--- src/rtl/serial_subtractor.sv ---
// serial_subtractor: bit-serial unsigned subtractor, diff = a - b, LSB-first.
// Operands enter over a valid/ready handshake, one difference bit is produced
// per clock using a borrow flip-flop, and the (WIDTH+1)-bit two's-complement
// result leaves over a second valid/ready handshake.
// Optional build macro SERIAL_SUB_SATURATE_EN: negative results (a < b) are
// presented as zero instead of the two's-complement value.
module serial_subtractor #(
  parameter int WIDTH = 4
) (
  input  logic             clk,
  input  logic             rst,
  input  logic             in_valid,
  output logic             in_ready,
  input  logic [WIDTH-1:0] a,
  input  logic [WIDTH-1:0] b,
  output logic             out_valid,
  input  logic             out_ready,
  output logic [WIDTH:0]   diff,
  output logic             busy
);

  localparam int CW = (WIDTH > 2) ? $clog2(WIDTH) : 1;

  typedef enum logic [1:0] {
    IDLE = 2'd0,
    CALC = 2'd1,
    DONE = 2'd2
  } state_t;

  state_t r_state;
  state_t w_stateNext;

  logic [WIDTH-1:0] r_aShift;
  logic [WIDTH-1:0] r_bShift;
  logic [WIDTH-1:0] r_result;
  logic             r_borrow;
  logic [CW-1:0]    r_count;
  logic [WIDTH:0]   r_diff;

  logic             w_bitDiff;
  logic             w_borrowNext;
  logic             w_lastBit;
  logic [WIDTH:0]   w_finalDiff;

  // One full-subtractor slice on the current LSBs plus the final-result assembly.
  always_comb begin
    w_bitDiff    = r_aShift[0] ^ r_bShift[0] ^ r_borrow;
    w_borrowNext = (~r_aShift[0] & r_bShift[0]) |
                   (~(r_aShift[0] ^ r_bShift[0]) & r_borrow);
    w_lastBit    = (r_count == CW'(WIDTH - 1));
`ifdef SERIAL_SUB_SATURATE_EN
    if (w_borrowNext) begin
      w_finalDiff = '0;
    end else begin
      w_finalDiff = {w_borrowNext, w_bitDiff, r_result[WIDTH-1:1]};
    end
`else
    w_finalDiff = {w_borrowNext, w_bitDiff, r_result[WIDTH-1:1]};
`endif
  end

  // State register; reset returns to IDLE and aborts any operation in flight.
  always_ff @(posedge clk) begin
    if (rst) begin
      r_state <= IDLE;
    end else begin
      r_state <= w_stateNext;
    end
  end

  // Next-state and handshake outputs, all decoded from the current state.
  always_comb begin
    w_stateNext = r_state;
    in_ready    = 1'b0;
    out_valid   = 1'b0;
    busy        = 1'b0;
    case (r_state)
      IDLE: begin
        in_ready = 1'b1;
        if (in_valid) begin
          w_stateNext = CALC;
        end
      end
      CALC: begin
        busy = 1'b1;
        if (w_lastBit) begin
          w_stateNext = DONE;
        end
      end
      DONE: begin
        busy      = 1'b1;
        out_valid = 1'b1;
        if (out_ready) begin
          w_stateNext = IDLE;
        end
      end
      default: begin
        w_stateNext = IDLE;
      end
    endcase
  end

  // Datapath: load operands in IDLE, shift one bit per CALC edge, latch the result on the last bit.
  always_ff @(posedge clk) begin
    if (rst) begin
      r_aShift <= '0;
      r_bShift <= '0;
      r_result <= '0;
      r_borrow <= 1'b0;
      r_count  <= '0;
      r_diff   <= '0;
    end else begin
      case (r_state)
        IDLE: begin
          if (in_valid) begin
            r_aShift <= a;
            r_bShift <= b;
            r_borrow <= 1'b0;
            r_count  <= '0;
          end
        end
        CALC: begin
          r_aShift <= {1'b0, r_aShift[WIDTH-1:1]};
          r_bShift <= {1'b0, r_bShift[WIDTH-1:1]};
          r_result <= {w_bitDiff, r_result[WIDTH-1:1]};
          r_borrow <= w_borrowNext;
          r_count  <= r_count + CW'(1);
          if (w_lastBit) begin
            r_diff <= w_finalDiff;
          end
        end
        default: begin
        end
      endcase
    end
  end

  assign diff = r_diff;

endmodule

--- config.mk ---
export PLATFORM = sky130hd
export DESIGN_NAME = serial_subtractor
export DESIGN_NICKNAME = d
export VERILOG_FILES = /design/src/rtl/serial_subtractor.sv
export SDC_FILE = /design/constraint.sdc
export NUM_CORES = 1
export LEC_CHECK = 0
export ABC_CLOCK_PERIOD_IN_PS = 4400
export CORE_UTILIZATION = 35
export DETAILED_ROUTE_END_ITERATION = 16
export GPL_TIMING_DRIVEN = 0
export PLACE_DENSITY = 0.58
export RECOVER_POWER = 25
export SYNTH_ARGS = -nofsm -noshare
export SYNTH_HDL_FRONTEND = slang
export SYNTH_SLANG_ARGS = --single-unit
--- constraint.sdc ---
create_clock -name clk -period 4.4 [get_ports clk]
set_input_delay 0.88 -clock clk [delete_from_list [all_inputs] [get_ports clk]]
set_output_delay 0.88 -clock clk [all_outputs]
set_load 0.01 [all_outputs]
Word level (Yosys, flattened, before mapping)
Index checks and enable logic that the tools add are counted.
{"block": "totals", "reg_bits": 22, "in_bits": 12, "output_inout_bits": 8, "wordCells": 42}
{"block": "classes", "add_sub_neg": 1, "n_eq_ne": 6, "n_mux": 15, "bitwise": 7, "n_reduce_logical": 6}
{"op": "$pmux 4 s2", "count": 2}
{"op": "$mux 2", "count": 4}
{"op": "$mux 4", "count": 2}
{"op": "$ne 2x2->1 const B", "count": 3}
{"op": "$pmux 2 s3", "count": 1}
{"op": "$eq 2x2->1 const B", "count": 2}
{"op": "$mux 1", "count": 4}
{"op": "$pmux 2 s2", "count": 1}
{"op": "$reduce_and 2->1", "count": 2}
{"op": "$reduce_and 3->1", "count": 1}
{"op": "$add 2x1->2 const B", "count": 1}
{"op": "$and 1x1->1", "count": 2}
{"op": "$eq 2x1->1 const B", "count": 1}
{"op": "$logic_not 2->1", "count": 1}
{"op": "$not 1->1", "count": 2}
{"op": "$pmux 1 s2", "count": 1}
{"op": "$reduce_bool 2->1", "count": 1}
{"op": "$reduce_or 2->1", "count": 1}
{"op": "$xor 1x1->1", "count": 2}
{"op": "$or 1x1->1", "count": 1}

Longest topological paths before layout
Gate-level depths: netlist of the first run.
{"block": "logic_depth", "ltp_word": 5, "depth_mapped": 7, "depth_no_buf": 5}

Worst setup path after synthesis of the first run
Ideal clock, no wire load.
{"block": "synth_timing", "kind": "register -> output", "start": "register r_state[0]", "end": "output busy", "arrival_ps": 704, "required_ps": 3520, "setup_slack_ps": 2816, "stages_incl_launch_ff": 3, "path_buffers": 0, "path_cell_list": "dfxtp_1 -> inv_1 -> ha_1"}
{"block": "synth_via", "elab_chain_len": 3, "elab_cells_between_ends": 4, "classes_between": "eq/ne (2); mux (1); reduce/logical (1)"}
{"item": "from (decl)", "line": "30", "rtl": "state_t r_state;"}
{"item": "from (signal assigned)", "line": "67", "rtl": "r_state <= w_stateNext;"}
{"item": "$eq 2x2->1 or $eq 2x1->1 (tied branches)", "line": "77", "rtl": "case (r_state)"}
{"item": "$reduce_or 2->1 (no line) (*)"}
{"item": "$mux 1 (*)", "line": "77"}
{"item": "to (decl)", "line": "19", "rtl": "output logic busy"}
Mark *: on every way between the ends. The rest lies on a longest branch, timed or not.

Worst setup path in the final report of the first run
Ends and elaborated chain as after synthesis.

==> results of run 1 <==
## cells in the mapped netlist
library cell   n
o32ai_1        3
inv_1          5
or3_1          1
nor2_1        10
nand3_1        4
mux2_4         1
ha_1           4
buf_6          2
mux2i_1       11
a311oi_1       2
buf_1          1
a21oi_1        6
a31oi_1        3
fa_1           1
clkbuf_1       1
a32oi_1        1
dfxtp_1       21
nand2_1        6
buf_2          3
o211ai_1       1
nand2b_1       6
a211oi_2       6
nor2b_1        4
## area by class of cell
class	instances	area, um2
Timing Repair Buffer	19	190.2
Multi-Input combinational cell	70	528.0
Clock buffer	3	22.52
Fill cell	289	1490
Sequential cell	21	420.4
Buffer	7	43.79
Inverter	5	18.77
Clock inverter	1	5.005
Tap cell	31	38.79
## power by group through the flow
stage               clock network, uW  logic [uW]  registers, uW
global placement                    0         220            238
floorplan                           0         170            234
finish                           90.5         221            235
CTS                              94.7         224            235
detailed placement                  0         223            239
global route                      107         244            239
## per-stage QoR
stage                     power (uW)  hold WS, ns  setup slack [ns]  area, um2  utilization, %
after global routing           590.2       0.4961             1.884       1267           45.96
after detailed placement       461.9       0.4496             2.191       1241           45.01
after CTS                      553.8       0.4666             1.943       1269           46.01
after floorplan                404.2       0.4429             2.816       1012               -
final                          546.7       0.4624             1.964       1267           45.96
after global placement         457.9       0.4439             2.192       1241           45.01
## flip-flops by register name, indices dropped and copies added, names as in the netlist
register and cells:
diff 5, r_aShift 4, r_bShift 4, r_borrow 1, r_count 2, r_result 3
r_state 2
## final timing paths
check                                                end  slack, ns  cells after the start
worst max-delay path                                busy       1.96                      3
worst min-delay path                diff[2]$_SDFFE_PP0P_       0.46                      2
worst max register to register  r_aShift[0]$_SDFFE_PP0P_       2.80                      7
worst min register to register      diff[2]$_SDFFE_PP0P_       0.46                      2
## worst max-delay path, delay by kind of cell, from the launching register on
kind                     cells  cell delay [ns]
buffers and inverters        2             0.60
flip-flops                   1             0.38
adder cells (fa/ha/maj)      1             0.27
## kinds of logic (layout without fill, tap and decap cells)
family,Yosys count,count (layout),synth area share [%]
AO/OA/AOI/OAI,22,22,18.17
multiplexers,12,12,12.36
AND/OR/NAND/NOR,31,31,14.71
flip-flops,21,21,41.53
buffers and inverters,12,35,6.303
adder cells (fa/ha/maj),5,5,6.922
## cell usage in the layout, fill, tap and decap left out, types with 2 or more instances in the layout
master / instances
dfxtp_1: 21
clkdlybuf4s50_1: 17
mux2i_1: 11
nor2_1: 10
nand2_1: 6
a21oi_1: 6
a211oi_2: 6
nand2b_1: 6
inv_1: 5
nand3_1: 4
nor2b_1: 4
ha_1: 4
clkbuf_1: 3
a31oi_1: 3
o32ai_1: 3
clkbuf_4: 3
buf_2: 2
buf_6: 2
a311oi_1: 2
dlygate4sd3_1: 2
## per-layer routing
| metal | vias up | wire, um |
|---|---|---|
| met5 | - | 0 |
| met4 | 0 | 17 |
| met1 | 374 | 989 |
| met3 | 2 | 67 |
| met2 | 14 | 861 |
| li1 | 408 | - |
==> results.yml, run 1 <==
route:
  ant_nets: 0
  dr.pass1.iters: 3
  drt_iter0_markers: 20
  vias_per_cell: 5.083
  vias: 798
  avgRoutedWirePerCell_um: 12.32
  routed_wl_um: 1935
  drc: 0
worst_setup_path:
  cp_cell_sequence: "inv_1, ha_1, clkdlybuf4s50_1"
  worstSetupEndpointType: "primary output"
  start_kind: "register"
  cp.required_ns: 3.52
  setup.worst_path.start: "r_state[0]$_SDFFE_PP0P_"
  cpPeakStageDelay_ns: 0.53
  regToRegStartpoint: "r_state[0]$_SDFFE_PP0P_"
  crit_type: "reg -> out"
  critPathArrivalTime_ns: 1.56
  critPathSlowestCell: "clkdlybuf4s50_1"
  cp_max_fo: 3
yosys:
  synth_top_cell_area_share_pct: 41.53
  avgSynthCellArea_um2: 9.827
  syn-cell-area_um2: 1012
  synth.area.top_cells: "dfxtp_1 42%, mux2i_1 11%, a211oi_2 7.4%, ha_1 4.9%, nand2b_1 3.7%"
  synth_cell_types: 23
  synth-seq-cells: 21
  synthCells: 103
  synth_seq_area_share_pct: 41.53
  syn_nets: 120
  yosys.area.top_type: "dfxtp_1"
  yosysWarnings: 0
clocking:
  root_buffer: "clkbuf_4"
  post_cts_buffers: 0
  clockBufferDepth: 2
  htree_levels: 1
  hold_buffers: 0
  cts_tree: "done"
  insertion_delay_ns: 0.30
  postCtsResizedCells: 0
  cts.sinks: 21
  cts_made_buffers: 3
  clk_pin_slew_ns: 0.12
pwr:
  combPwrFrac_pct: 40.5
  clock_power_share_pct: 16.6
  p_leak_uw: 0.0004573
  p_switching_uw: 189.6
  p_sw_share_pct: 34.67
  power.internal_uw: 357.2
  ir_drop_mv: 0.2234
  seqPwrFrac_pct: 43.0
  p_per_area_nw_per_um2: 431.3
placement:
  port_buffers: 19
  place_congestion: 0.6759
  place_inst: 153
  hpwlAfterDp_um: 1397
grt:
  grt_pass1_vias: 787
  grt_start_max_net_pins: 13
  grt-busiest-layer: "met2"
  grt_antenna_before_repair: 0
  grt_pass1_wl_um: 3553
  use_met2_pct: 22.38
  grt_usage_pct: 14.33
  use_met3_pct: 3.023
  met1_usage_pct: 19.01
  grt-ovfl-total: 0
timing:
  finalWorstPathRequiredPeriod_ns: 2.436
  fin_crit_sh_pct: 55.36
  tightest_slew_ns: 0.6012
  setup_viol: 0
  rsz0062_at_grt: "false"
  skew_ns: 0.004830
  fmax_ghz: 0.4105
  hold_viol_final: 0
  slew_violations: 0
  relSlewSlack_pct: 59.92
  totalNegativeSetupSlack_ns: 0
cells_and_area:
  drive_above_1_share_pct: 11.90
  syn2layout_area_growth_pct: 25.22
  insertedDiodeCount: 0
  stdcell_count: 157
  nets: 144
worst_hold_path:
  hp-start: "diff[2]$_SDFFE_PP0P_"
  worstHoldPathType: "reg -> reg"
floorplanning:
  dieArea_um2: 3111
  start_util_pct: 36.71
  die_h_um: 55.78
  row_count: 19
  core_area_um2: 2758
  die_w_um: 55.78
  io_pins: 20
outcome:
  status: "completed"
job:
  cap_violations: 0
Note: power is estimated with default switching activity, not from simulation.
==> run 2: changes to the inputs <==
--- a/config.mk
+++ b/config.mk
@@ -5,11 +5,11 @@
 export SDC_FILE = /design/constraint.sdc
 export NUM_CORES = 1
 export LEC_CHECK = 0
-export ABC_CLOCK_PERIOD_IN_PS = 4400
+export ABC_CLOCK_PERIOD_IN_PS = 2200
 export CORE_UTILIZATION = 35
 export DETAILED_ROUTE_END_ITERATION = 16
 export GPL_TIMING_DRIVEN = 0
-export PLACE_DENSITY = 0.58
+export PLACE_DENSITY = 0.6
 export RECOVER_POWER = 25
 export SYNTH_ARGS = -nofsm -noshare
 export SYNTH_HDL_FRONTEND = slang
==> constraint.sdc (replaced) <==
create_clock -name clk -period 2.2 [get_ports clk]
set_input_delay 0.44 -clock clk [delete_from_list [all_inputs] [get_ports clk]]
set_output_delay 0.44 -clock clk [all_outputs]
set_load 0.01 [all_outputs]
==> run 2 against run 1 <==
Compared with the run above: via count stayed put; design area decreased by 0.59%; routed wire length grew 0.78%; power increased by 98%; setup slack got worse by 1.8 ns; sequential power grew 100%; largest cell class unchanged; largest power group unchanged.
==> results.yml, run 2 (synthesis gave the netlist of run 1 again) <==
outcome:
  status: "completed"
clocking:
  root_buffer: "clkbuf_4"
  clk_pin_slew_ns: 0.12
  post_cts_buffers: 0
  cts.sinks: 21
  htree_levels: 1
  cts_tree: "done"
  postCtsResizedCells: 0
  hold_buffers: 0
  clockBufferDepth: 2
  cts_made_buffers: 3
  insertion_delay_ns: 0.30
timing:
  worst_slack_ns: 0.2113
  relSlewSlack_pct: 55.00
  finalWorstPathRequiredPeriod_ns: 1.989
  fin_crit_sh_pct: 90.40
  rsz0062_at_grt: "false"
  slew_violations: 0
  totalNegativeSetupSlack_ns: 0
  skew_ns: 0.002782
  setup_viol: 0
  fmax_ghz: 0.5028
  tightest_slew_ns: 0.6750
  hold_viol_final: 0
worst_setup_path:
  cp_max_fo: 3
  cp.required_ns: 1.76
  worstSetupEndpointType: "primary output"
  crit_type: "reg -> out"
  timing.rr.end: "r_aShift[0]$_SDFFE_PP0P_"
  ff2ff_setup_slack_ns: 0.44
  start_kind: "register"
  worst_r2r_path_depth: 7
  cpPeakStageDelay_ns: 0.52
  critPathArrivalTime_ns: 1.55
  cp_cell_sequence: "inv_1, ha_1, clkdlybuf4s50_1"
  setup.worst_path.start: "r_state[1]$_SDFFE_PP0P_"
  critPathSlowestCell: "clkdlybuf4s50_1"
  regToRegStartpoint: "r_state[1]$_SDFFE_PP0P_"
grt:
  grt_start_max_net_pins: 13
  grt_pass1_vias: 780
  grt-ovfl-total: 0
  met1_usage_pct: 19.06
  grt-busiest-layer: "met2"
  grt_pass1_wl_um: 3505
  grt_usage_pct: 14.29
  use_met2_pct: 22.20
  use_met3_pct: 3.023
  grt_antenna_before_repair: 0
cells_and_area:
  postLayoutCoreUtil_pct: 45.69
  final_common_cell: "dfxtp_1"
  nets: 144
  largest_reg_flops: 5
  insertedDiodeCount: 0
  num-fill-cells: 282
  stdcell_count: 157
  syn2layout_area_growth_pct: 24.47
  drive_above_1_share_pct: 11.11
  final_cell_mix: "21 x dfxtp_1, 18 x clkdlybuf4s50_1, 11 x mux2i_1, 10 x nor2_1"
pwr:
  p_per_area_nw_per_um2: 860.1
  ir_drop_mv: 0.5945
  p_leak_uw: 0.0004514
  clock_power_share_pct: 17.0
  power.internal_uw: 703.3
  seqPwrFrac_pct: 43.3
  p_sw_share_pct: 35.09
  combPwrFrac_pct: 39.7
  p_switching_uw: 380.3
route:
  drc: 0
  drt_iter0_markers: 13
  ant_nets: 0
  routed_wl_um: 1950
  avgRoutedWirePerCell_um: 12.42
  vias: 798
  vias_per_cell: 5.083
  dr.pass1.iters: 4
floorplanning:
  row_count: 19
  dieArea_um2: 3111
  die_h_um: 55.78
  io_pins: 20
  die_w_um: 55.78
  start_util_pct: 36.71
  core_area_um2: 2758
placement:
  dpl_worst_slack_ns: 0.4201
  place_inst: 153
  hpwlAfterDp_um: 1405
  place_congestion: 0.7312
  port_buffers: 19
job:
  cap_violations: 0
worst_hold_path:
  hp-start: "diff[0]$_SDFFE_PP0P_"
  holdPathEnd: "diff[0]$_SDFFE_PP0P_"
  worstHoldPathType: "reg -> reg"
  min_path_cells: 2
run 2: stage by stage:
step	cell area (um2)	total power, uW	hold WS (ns)
2_1_floorplan	1012	808.4	0.4429
3_3_place_gp	1241	914.9	0.4448
3_5_place_dp	1241	924.6	0.4496
4_1_cts	1269	1110	0.4669
5_1_grt	1260	1167	0.5002
6_report	1260	1084	0.4610
run 2: area by class of cell:
type	count	area (um2)	share of cell area [%]
buffer	7	36.28	2.880
sequential	21	420.4	33.37
tap	31	38.79	3.078
timing repair buffer	19	190.2	15.09
clock inverter	1	5.005	0.3972
clock buffer	3	22.52	1.787
inverter	5	18.77	1.490
multi-input combinational	70	528.0	41.91
run 2: how the worst max path moves through the flow:
stage               slack (ns)                       end
CTS                       0.20                      busy
finish                    0.21                      busy
global placement          0.44   r_state[1]$_SDFFE_PP0P_
detailed placement        0.42   r_state[1]$_SDFFE_PP0P_
floorplan                 0.68  r_aShift[0]$_SDFFE_PP0P_
global route              0.14                      busy
run 2: worst max-delay path, delay by kind of cell (launching register included):
kind	cells	cell delay, ns
adder cells (fa/ha/maj)	1	0.27
flip-flops	1	0.38
buffers and inverters	2	0.59
run 2: power by group through the flow:
stage                     Clock (uW)  Sequential (uW)  Combinational [uW]
final                            185              469                 430
after global routing             208              475                 484
after CTS                        191              468                 451
after detailed placement           0              477                 447
after global placement             0              475                 439
after floorplan                    0              468                 340
run 2: metal layers:
| metal | share of wire, % | wire, um | up-vias |
|---|---|---|---|
| met5 | 0 | 0 | - |
| li1 | - | - | 410 |
| met1 | 51 | 990 | 368 |
| met4 | 1.4 | 28 | 0 |
| met3 | 3.9 | 76 | 5 |
| met2 | 44 | 855 | 15 |
